File: src/rtl/seg7_pkg.sv
// rtl/seg7_pkg.sv - shared constants, types and helpers for the 7-segment scan controller
// Contents: NDIG digit count, BCD nibble type, segment patterns (a..g, seg[0]=a),
//           bcd_valid() range check.
package seg7_pkg;

  localparam int NDIG = 6;

  typedef logic [3:0] bcd_t;

  // Segment patterns, index 0 is segment a, index 6 is segment g, active-high.
  localparam logic [0:6] SEG_0   = 7'b1111110;
  localparam logic [0:6] SEG_1   = 7'b0110000;
  localparam logic [0:6] SEG_2   = 7'b1101101;
  localparam logic [0:6] SEG_3   = 7'b1111001;
  localparam logic [0:6] SEG_4   = 7'b0110011;
  localparam logic [0:6] SEG_5   = 7'b1011011;
  localparam logic [0:6] SEG_6   = 7'b1011111;
  localparam logic [0:6] SEG_7   = 7'b1110000;
  localparam logic [0:6] SEG_8   = 7'b1111111;
  localparam logic [0:6] SEG_9   = 7'b1111011;
  localparam logic [0:6] SEG_OFF = 7'b0000000;

  function automatic logic bcd_valid(input bcd_t d);
    return d <= 4'd9;
  endfunction

endpackage

File: src/rtl/seg7_decode.sv
// rtl/seg7_decode.sv - combinational BCD to 7-segment decoder
// Ports:
//   digit  in   4      BCD nibble
//   seg    out  [0:6]  segments a..g, active-high; values above 9 decode dark
module seg7_decode
  import seg7_pkg::*;
(
  input  bcd_t       digit,
  output logic [0:6] seg
);

  always_comb begin
    seg = SEG_OFF;
    case (digit)
      4'd0:    seg = SEG_0;
      4'd1:    seg = SEG_1;
      4'd2:    seg = SEG_2;
      4'd3:    seg = SEG_3;
      4'd4:    seg = SEG_4;
      4'd5:    seg = SEG_5;
      4'd6:    seg = SEG_6;
      4'd7:    seg = SEG_7;
      4'd8:    seg = SEG_8;
      4'd9:    seg = SEG_9;
      default: seg = SEG_OFF;
    endcase
  end

endmodule

File: src/rtl/seg7_scan_ctrl.sv
// rtl/seg7_scan_ctrl.sv - six-digit multiplexed 7-segment scan scheduler
// Ports:
//   clk         in   1      system clock, rising edge
//   clr         in   1      asynchronous active-high reset
//   digits_in   in   24     six BCD nibbles, [3:0]=digit 0 (sec ones) .. [23:20]=digit 5
//   blank_mask  in   6      bit i forces digit i dark
//   blink_mask  in   6      bit i makes digit i blink
//   load        in   1      request capture of digits/masks at the next frame boundary
//   seg         out  [0:6]  segments a..g, active-high, registered
//   dig_sel     out  6      one-hot digit enable, registered
//   frame_done  out  1      one-cycle pulse after the last cycle of each frame
module seg7_scan_ctrl
  import seg7_pkg::*;
#(
  parameter int SCAN_DIV     = 50000,
  parameter int GUARD        = 16,
  parameter int BLINK_FRAMES = 64
) (
  input  logic            clk,
  input  logic            clr,
  input  logic [23:0]     digits_in,
  input  logic [NDIG-1:0] blank_mask,
  input  logic [NDIG-1:0] blink_mask,
  input  logic            load,
  output logic [0:6]      seg,
  output logic [NDIG-1:0] dig_sel,
  output logic            frame_done
);

  localparam int CW = (SCAN_DIV > 1) ? $clog2(SCAN_DIV) : 1;
  localparam int FW = (BLINK_FRAMES > 1) ? $clog2(BLINK_FRAMES) : 1;
  localparam logic [2:0] LAST_SLOT = 3'(NDIG - 1);

  logic [CW-1:0]         cnt;
  logic [2:0]            slot;
  logic [FW-1:0]         frame_cnt;
  logic                  blink_phase;
  logic                  pending;
  bcd_t [NDIG-1:0]       snap_digits;
  logic [NDIG-1:0]       snap_blank;
  logic [NDIG-1:0]       snap_blink;

  logic                  cnt_wrap;
  logic                  boundary;
  logic                  frame_wrap;
  logic                  in_guard;
  logic                  dark;
  bcd_t                  cur_digit;
  logic [0:6]            dec_seg;

  assign cnt_wrap   = (cnt == CW'(SCAN_DIV - 1));
  assign boundary   = cnt_wrap && (slot == LAST_SLOT);
  assign frame_wrap = (frame_cnt == FW'(BLINK_FRAMES - 1));
  assign in_guard   = (cnt < CW'(GUARD));
  assign cur_digit  = snap_digits[slot];

  // Any one of blanking, the off half of a blink, or a non-BCD nibble darkens the slot.
  assign dark = snap_blank[slot] | (snap_blink[slot] & blink_phase) | !bcd_valid(cur_digit);

  seg7_decode u_decode (
    .digit (cur_digit),
    .seg   (dec_seg)
  );

  // Prescaler and slot sequencing.
  always_ff @(posedge clk or posedge clr) begin
    if (clr) begin
      cnt  <= '0;
      slot <= '0;
    end else begin
      cnt <= cnt_wrap ? '0 : cnt + CW'(1);
      if (cnt_wrap)
        slot <= (slot == LAST_SLOT) ? 3'd0 : slot + 3'd1;
    end
  end

  // Frame counter and blink phase advance once per full frame.
  always_ff @(posedge clk or posedge clr) begin
    if (clr) begin
      frame_cnt   <= '0;
      blink_phase <= 1'b0;
      frame_done  <= 1'b0;
    end else begin
      frame_done <= boundary;
      if (boundary) begin
        frame_cnt <= frame_wrap ? '0 : frame_cnt + FW'(1);
        if (frame_wrap)
          blink_phase <= ~blink_phase;
      end
    end
  end

  // Snapshot only changes at a frame boundary so a frame never mixes old and new digits.
  // A load seen mid-frame is remembered in pending; the values captured are the ones
  // present in the boundary cycle.
  always_ff @(posedge clk or posedge clr) begin
    if (clr) begin
      pending     <= 1'b0;
      snap_digits <= '0;
      snap_blank  <= '1;
      snap_blink  <= '0;
    end else if (boundary) begin
      pending <= 1'b0;
      if (pending || load) begin
        snap_digits <= digits_in;
        snap_blank  <= blank_mask;
        snap_blink  <= blink_mask;
      end
    end else if (load) begin
      pending <= 1'b1;
    end
  end

  // Output registers; the guard window at each slot start keeps all digits off so the
  // previous digit's segments do not ghost onto the next one.
  always_ff @(posedge clk or posedge clr) begin
    if (clr) begin
      dig_sel <= '0;
      seg     <= SEG_OFF;
    end else if (in_guard) begin
      dig_sel <= '0;
      seg     <= SEG_OFF;
    end else begin
      dig_sel <= NDIG'(1) << slot;
      seg     <= dark ? SEG_OFF : dec_seg;
    end
  end

endmodule

File: config.mk
export PLATFORM = sky130hd
export DESIGN_NAME = seg7_scan_ctrl
export DESIGN_NICKNAME = d
export VERILOG_FILES = /design/src/rtl/seg7_pkg.sv /design/src/rtl/seg7_decode.sv /design/src/rtl/seg7_scan_ctrl.sv
export SDC_FILE = /design/constraint.sdc
export NUM_CORES = 1
export LEC_CHECK = 0
export CAP_MARGIN = 20
export CORE_ASPECT_RATIO = 0.5
export CORE_MARGIN = 3
export CORE_UTILIZATION = 35
export DETAILED_ROUTE_END_ITERATION = 6
export GPL_TIMING_DRIVEN = 0
export PLACE_DENSITY = 0.66
export SLEW_MARGIN = 20
export SYNTH_ARGS = -nofsm -noshare
export SYNTH_HDL_FRONTEND = slang
export SYNTH_SLANG_ARGS = --single-unit
File: constraint.sdc
create_clock -name clk -period 4.8 [get_ports clk]
set_clock_uncertainty 0.05 [all_clocks]
set_input_delay 1.2 -clock clk [delete_from_list [all_inputs] [get_ports clk]]
set_output_delay 1.2 -clock clk [all_outputs]
set_load 0.01 [all_outputs]
==> results.txt <==
* Result of the run: completed
- After the flow finishes, the layout carries non-filler instances totaling 480.
* Clock tree from TritonCTS: done
- Drt pass-1 iters: 4
- Sorting the synthesized cells by area gives the leading types as sky130_fd_sc_hd__dfrtp_1 51%, sky130_fd_sc_hd__mux2_2 14%, sky130_fd_sc_hd__dfstp_2 4.5%, sky130_fd_sc_hd__ha_1 2.9%, sky130_fd_sc_hd__xnor2_1 2.3%.
- For the worst setup path, the data required time is 4.91 ns.
- The floorplan has 25 rows.
* H-Tree Level Count: 3
* Drt first-iter violations: 169
- Critical path data arrival time: 3.16 ns
- Reg2Reg Depth: 9
* Initial cell density of the core: 36.6%
* Detailed placer's ending HPWL: 4960 um
* Placeable Area: 9570 um^2
- The share of the Yosys chip area taken by registers is 55.3%.
- Crit path cell chain: buf_2 -> buf_2 -> mux2_2 -> a22oi_1 -> inv_1 -> ha_1 -> o211a_1 -> o21bai_1 -> a31oi_1
- The repair_antennas step left the layout with diodes totalling 0.
- Ratio of final minimum period to clock period: 63.6%
- The synthesized netlist occupies a cell area of 3500 um^2.
- The most numerous cell type found on the critical path is sky130_fd_sc_hd__buf_2.
* CTS Sinks: 77
- Die width: 147 um
- Post CTS Setup Buffer Count: 0
- Pwr Density: 331 nW/um^2
- In the final design database the tool counted 387 nets.
- The number of hold buffers added after CTS was 0.
- Worst vdd ir: 0.153 mV
- Die span in y: 76.7 um
- For the pin with the worst max-slew slack, the measured transition is 0.938 ns.
- The slowest stage of the critical path is the sky130_fd_sc_hd__a22oi_1 cell.
- CP delay by family, top: compound AO/OA/AOI/OAI gates
* R2R Setup Slk: 1.75 ns
* IO buf count: 52
- Crit Path Category: flop to flop
- Final WL: 6970 um
- For met3 alone, demand over resource in global routing was 4.25%.
- Highest clock rate: 328 MHz
* Number of clock buffers inserted by TritonCTS: 9
- Library cell occupying the most area in the post-synthesis netlist: sky130_fd_sc_hd__dfrtp_1
* First-pass GRT wire length: 12300 um
- For the finished layout, the period the worst path requires is 3.05 ns.
- DR vias: 2326
- Flop and latch count out of synthesis: 77
* Total global routing track utilization: 13.6%
- The via count of the first global-routing pass was 2526.
- Startpoint of the most critical register-to-register path: slot[0]
* Depth of the critical timing path with buffers and inverters included: 9
- Once the clock tree was built, the resizer swapped 0 gates to a different size.
- Leakage power summed over all cells: 2.01 nW
- Cell Count Post-Placement: 464
- Proportion of netlist area held by the largest area contributor: 50.8%
* CP startpoint: slot[0]
* Critical Path Fanout Max: 10
* Insertion delay of the later-clocked pin in the worst-skew pair: 0.33 ns
- Summing all placed instances gives a cell area of 4220 um^2.
- Routability-driven placement finished with a final weighted congestion of 0.773.
- Vias per inst: 4.85
- The number of buffers and inverters on the critical path is 3.
- Ports placed on the boundary: 53
- The max-slew violation count is 0.
* Utilization after layout: 47.4%
* Met2 track demand over resource: 24.1%
- Synth-to-layout area growth: 29.7%
- Syn Area/Cell: 12.7 um^2
- GRT busiest layer: met2
- Global routing consumed, on the met1 layer, 15.8% of the routing resources.
- Worst reg2reg endpoint: seg[2]
- The number of antenna violations at the first check in global routing came to 0.
- Pin count of the biggest net entering global routing: 56
- Path type of the worst min-delay path: flop to flop
- Proportion of layout cells with a drive suffix above 1: 24.3%
- Number of DRC violations after detailed routing: 0
- The longest clock path from root to sink contains 2 buffers.
- Clock Root Buffer: sky130_fd_sc_hd__clkbuf_16
* Filler cells: 886
- The number of endpoints with negative hold slack in the final report was 0.
* Post-Syn Nets: 323
* Number of routed nets with antenna violations: 0
* Slew headroom: 37.4%
- For this run, the slowest stage of the critical path takes 0.48 ns.
* FF/Latch Area: 1930 um^2
* Count of maximum capacitance violations: 0
- Setup violation total in the final timing report: 0
* CTS clk-pin slew, worst paths: 0.06 ns
- After technology mapping, the gate count stands at 276.
- Unrepaired setup endpoints after global routing: false
- The design draws 1.50 mW.
* Total area of multi-input combinational cells: 1460 um^2
- STA classifies the critical path startpoint as a flop.
- Synth Warn #: 0
* Count of unique library cells instantiated by Yosys: 46
- In this run the worst setup path terminates at seg[2].
- The die covers 11300 um^2.
* TNS Setup: 0 ns
- The total overflow left after global routing is 0.
- Summing all non-filler instances in the final layout gives an area of 4540 um^2.
* Critical path endpoint category: flop
- WL per Instance: 14.5 um
where the power goes:
group	switching (mW)	internal (mW)
logic	0.0412	0.0640
registers	0.00906	0.673
clock network	0.266	0.447
through the flow:
stage                     setup slack [ns]  hold slack [ns]
after floorplan                       1.59            0.383
after global placement               0.514            0.395
after detailed placement              1.67            0.418
after CTS                             1.74            0.437
after global routing                  1.53            0.457
final                                 1.75            0.434
registers in the layout, indices dropped and copies added (netlist names), 3 cells and up:
| register | count |
|---|---|
| slot | 3 |
| dig_sel | 6 |
| cnt | 16 |
| snap_blank | 6 |
| seg | 7 |
| frame_cnt | 6 |
| snap_blink | 6 |
| snap_digits | 24 |
cell usage after synthesis (all sizes together):
library cell and n:
ha 8, a22oi 1, a222oi 2, nand4 1
nor2 19, a21oi 8, nand2 18, mux4 3
mux2 47, a21o 1, and3 3, a221oi 1
and4b 1, o21a 1, nor4 6, xor2 7
o41ai 1, nor2b 3, o2bb2ai 1, dfrtp 71
dfstp 6, inv 8, and2 2, o21bai 1
a31oi 2, and4 2, clkbuf 3, a221o 1
o211a 1, o2111ai 1, mux2i 3, xnor2 9
a211oi 2, o21ai 6, nor4b 1, nand3 9
buf 8, and2b 1, nor3 5, nand3b 2
worst register-to-register path, delay by kind of cell, from the launching register on:
family                     cells  cell delay (ns)
muxes                          1             0.36
adders and majority gates      1             0.26
DFF                            1             0.36
AOI/OAI and AO/OA              4             1.15
buffers and inverters          3             0.70
final cells by class:
class | instances | area share, %
buffer | 11 | 1.57
clock buffer | 12 | 5.87
clock inverter | 4 | 1.16
inverter | 8 | 0.717
multi-input combinational | 180 | 32.3
sequential | 77 | 42.6
tap | 135 | 3.72
timing repair buffer | 53 | 12.1
cells by family (layout without fill, tap and decap cells):
logic type	after synthesis	count (layout)	share of synthesized area [%]
flip-flops	77	77	55.3
AND/OR/NAND/NOR	73	73	11.3
multiplexers	53	53	17.9
AO/OA/AOI/OAI	30	30	5.79
buffers and inverters	19	88	2.90
XOR/XNOR	16	16	4.00
adder cells (fa/ha/maj)	8	8	2.86
cell usage in the layout (no fill, tap or decap), types with 2 or more instances in the layout:
cell type,synthesis,layout
sky130_fd_sc_hd__dfrtp_1,71,71
sky130_fd_sc_hd__clkdlybuf4s50_1,0,52
sky130_fd_sc_hd__mux2_2,44,44
sky130_fd_sc_hd__nor2_1,19,19
sky130_fd_sc_hd__nand2_1,18,18
sky130_fd_sc_hd__nand3_1,9,9
sky130_fd_sc_hd__xnor2_1,9,9
sky130_fd_sc_hd__clkbuf_16,0,9
sky130_fd_sc_hd__a21oi_1,8,8
sky130_fd_sc_hd__ha_1,8,8
sky130_fd_sc_hd__xor2_1,7,7
sky130_fd_sc_hd__inv_1,8,7
sky130_fd_sc_hd__o21ai_0,6,6
sky130_fd_sc_hd__dfstp_2,6,6
sky130_fd_sc_hd__buf_2,5,5
sky130_fd_sc_hd__nor3_1,4,4
sky130_fd_sc_hd__nor4_1,4,4
sky130_fd_sc_hd__nor2b_1,3,3
sky130_fd_sc_hd__buf_6,3,3
sky130_fd_sc_hd__mux2_1,3,3
sky130_fd_sc_hd__and3_1,3,3
sky130_fd_sc_hd__mux4_2,3,3
sky130_fd_sc_hd__mux2i_1,3,3
sky130_fd_sc_hd__clkbuf_8,0,3
sky130_fd_sc_hd__and4_1,2,2
sky130_fd_sc_hd__and2_1,2,2
sky130_fd_sc_hd__clkbuf_1,2,2
sky130_fd_sc_hd__a222oi_1,2,2
sky130_fd_sc_hd__a211oi_1,2,2
sky130_fd_sc_hd__a31oi_1,2,2
sky130_fd_sc_hd__nand3b_1,2,2
per-layer routing:
metal  vias to the layer above  routed length [um]
met5                         -                   0
met4                         0                  76
met3                         7                 227
met2                        29                3730
met1                      1176                2940
li1                       1114                   -
worst min-delay path by stage:
stage	from	to	slack (ns)	depth (start not counted)
5_1_grt	snap_digits[9]	snap_digits[9]	0.46	1
4_1_cts	snap_digits[14]	snap_digits[14]	0.44	1
3_3_place_gp	cnt[0]	cnt[0]	0.40	1
6_report	snap_digits[14]	snap_digits[14]	0.43	1
2_1_floorplan	cnt[0]	cnt[0]	0.38	1
3_5_place_dp	cnt[0]	cnt[0]	0.42	1
No activity file was read; power rests on OpenSTA's default activity.
==> variant (same flow settings) <==
Register the inputs `digits_in`, `blank_mask`, `blink_mask` and `load` before use, with the module's reset. The logic sees them one clock later.
--- a/src/rtl/seg7_scan_ctrl.sv
+++ b/src/rtl/seg7_scan_ctrl.sv
@@ -30,6 +30,25 @@
   localparam int CW = (SCAN_DIV > 1) ? $clog2(SCAN_DIV) : 1;
   localparam int FW = (BLINK_FRAMES > 1) ? $clog2(BLINK_FRAMES) : 1;
   localparam logic [2:0] LAST_SLOT = 3'(NDIG - 1);
+
+  logic [23:0] digits_q;
+  logic [NDIG-1:0] blank_mask_q;
+  logic [NDIG-1:0] blink_mask_q;
+  logic load_q;
+
+  always_ff @(posedge clk or posedge clr) begin
+    if (clr) begin
+      digits_q     <= '0;
+      blank_mask_q <= '0;
+      blink_mask_q <= '0;
+      load_q       <= '0;
+    end else begin
+      digits_q     <= digits_in;
+      blank_mask_q <= blank_mask;
+      blink_mask_q <= blink_mask;
+      load_q       <= load;
+    end
+  end
 
   logic [CW-1:0]         cnt;
   logic [2:0]            slot;
@@ -101,12 +120,12 @@
       snap_blink  <= '0;
     end else if (boundary) begin
       pending <= 1'b0;
-      if (pending || load) begin
-        snap_digits <= digits_in;
-        snap_blank  <= blank_mask;
-        snap_blink  <= blink_mask;
+      if (pending || load_q) begin
+        snap_digits <= digits_q;
+        snap_blank  <= blank_mask_q;
+        snap_blink  <= blink_mask_q;
       end
-    end else if (load) begin
+    end else if (load_q) begin
       pending <= 1'b1;
     end
   end
Behaviour: same outputs for any inputs over 10 cycles, from zero or initial values; that may be too few to reach the edited logic, so the function may still have changed.
==> variant against the unedited design <==
Clock power is 71% higher. Largest power group unchanged. Wire length up 27%. Sequential cell count up 37. Power grew 50%. Final area up 32%. Area after synthesis grew 33%. Largest cell class unchanged. Setup slack improved by 0.090 ns. Critical endpoint unchanged. Global-route usage shrank 0.77 points. Worst hold slack got worse by 0.017 ns.
==> variant: results (changes against the unedited design) <==
- Biggest regs: digits_q: 24 flops, snap_digits: 24 flops, cnt: 16 flops
- Clock latency on the worst-skew pair: 0.41 ns (+0.08 ns)
- Vias per cell: 4.689 (-3.2%)
- First DRT Iteration DRCs: 265 (+57%)
- Port bufs: 52 (unchanged)
- Leakage: 2.779 nW (+38%)
- Met2 GRT Util: 20.71% (-3.4 points)
- Diode count: 0 (unchanged)
- P_sw: 0.0004479 W (+42%)
- WL/cell: 15.09 um (+3.8%)
- GR met1 Demand/Resource: 16.13% (+0.28 points)
- Worst Reg2Reg Path Length in Cells: 9 (unchanged)
- Post-synth ARST share: 100.0% (unchanged)
- Placed inst area: 5409 um^2 (+28%)
- Dpl ws: 1.866 ns (+0.1924 ns)
- Final #Nets: 449 (+16%)
- Slowest cell on the critical path: a21oi_1
- H-tree levels: 4 (+1)
- Share of cells above drive strength 1: 22.41% (-1.9 points)
- GP Congestion: 0.8171 (+5.7%)
- Detailed Place HPWL: 5.972 mm (+20%)
- Synth unique cells: 46 (unchanged)
- Peak VDD IR: 0.2257 mV (+48%)
- Met2 wire length: 4.313 mm (+16%)
- Post-synthesis net count: 377 (+17%)
- Slowest Stage Delay on Critical Path: 0.42 ns (-0.06 ns)
- Largest cells by area after synthesis: dfrtp_1 58%, mux2_4 9.7%, dfstp_2 3.4%, mux2_2 2.7%, ha_1 2.2%
- Number of buffers created by CTS: 17 (+8)
- Dominant synthesized flop cell: dfrtp_1
- Reg2reg setup slack: 1.84 ns (+0.09 ns)
- Worst r2r src: slot[1]
- Met3 wire len: 340 um (+50%)
- Pin count of the biggest net entering global routing: 59 (+5.4%)
- GRT met3 Usage: 3.626% (-0.62 points)
- Clock buffer depth: 2 (unchanged)
- Most frequent cells after synthesis: 108 x dfrtp_1, 30 x mux2_4, 22 x nor2_1, 16 x nand2_1, 14 x nand3_1
- Clock-pin slew on the worst setup and hold paths: 0.05 ns
- Min-delay src: cnt[0]
- WHS Endpoint: cnt[0]
- First-pass GRT wire length: 14.49 mm (+18%)
- Status: finished clean
- Vias in the first global route: 2,812 (+11%)
- CP arrival: 3.23 ns (+0.07 ns)
- Pre-antenna DRT Iters: 5 (+1)
- GRT Overall Usage: 12.81% (-0.77 points)
- Slew HR: 47.17% (+9.7 points)
- M1 WL: 4.039 mm (+37%)
- Sequential share of the synthesized area: 61.60% (+6.3 points)
==> variant: worst max path at each step <==
stage / start / end / slack [ns] / depth (start not counted)
after global routing: slot[1] / seg[5] / 1.55 / 10
after detailed placement: slot[1] / seg[2] / 1.87 / 9
final: slot[1] / seg[2] / 1.84 / 9
after CTS: slot[1] / seg[2] / 1.83 / 9
after global placement: clr / snap_blink[0] / -1.04 / 2
after floorplan: clr / blank_mask_q[0] / 0.54 / 1
==> variant: area by class of cell <==
cell class                      instances  area (um^2)
Buffer                                 11        100.1
Clock buffer                           23        478.0
Clock inverter                          9        103.9
Fill cell                            1115         6818
Inverter                                6        27.53
Multi-Input combinational cell        199         1660
Sequential cell                       114         2860
Tap cell                              170        212.7
Timing Repair Buffer                   53        548.0
==> variant: cells by family (layout without fill, tap and decap cells) <==
family | Yosys count | after routing | share of synthesized area [%]
AND/OR/NAND/NOR | 87 | 87 | 9.647
XOR/XNOR | 18 | 18 | 3.396
AO/OA/AOI/OAI | 34 | 34 | 5.012
adder cells (fa/ha/maj) | 8 | 8 | 2.156
flip-flops | 114 | 114 | 61.60
buffers and inverters | 17 | 102 | 2.641
multiplexers | 52 | 52 | 15.55
==> variant: metrics by stage <==
stage / setup TNS [ns] / instances / hold slack (ns)
after detailed placement: 0 / 553 / 0.4100
after floorplan: 0 / 330 / 0.3831
after global placement: -111.11 / 552 / 0.4011
after CTS: 0 / 585 / 0.4192
final: 0 / 585 / 0.4165
after global routing: 0 / 585 / 0.4350
==> variant: power by group through the flow <==
stage	Clock, W	Sequential (W)	Combinational, W
3_3_place_gp	0	0.00100	0.0000507
3_5_place_dp	0	0.000999	0.0000550
2_1_floorplan	0	0.000998	0.0000145
5_1_grt	0.00129	0.000984	0.0000592
4_1_cts	0.00124	0.000983	0.0000553
6_report	0.00122	0.000983	0.0000527
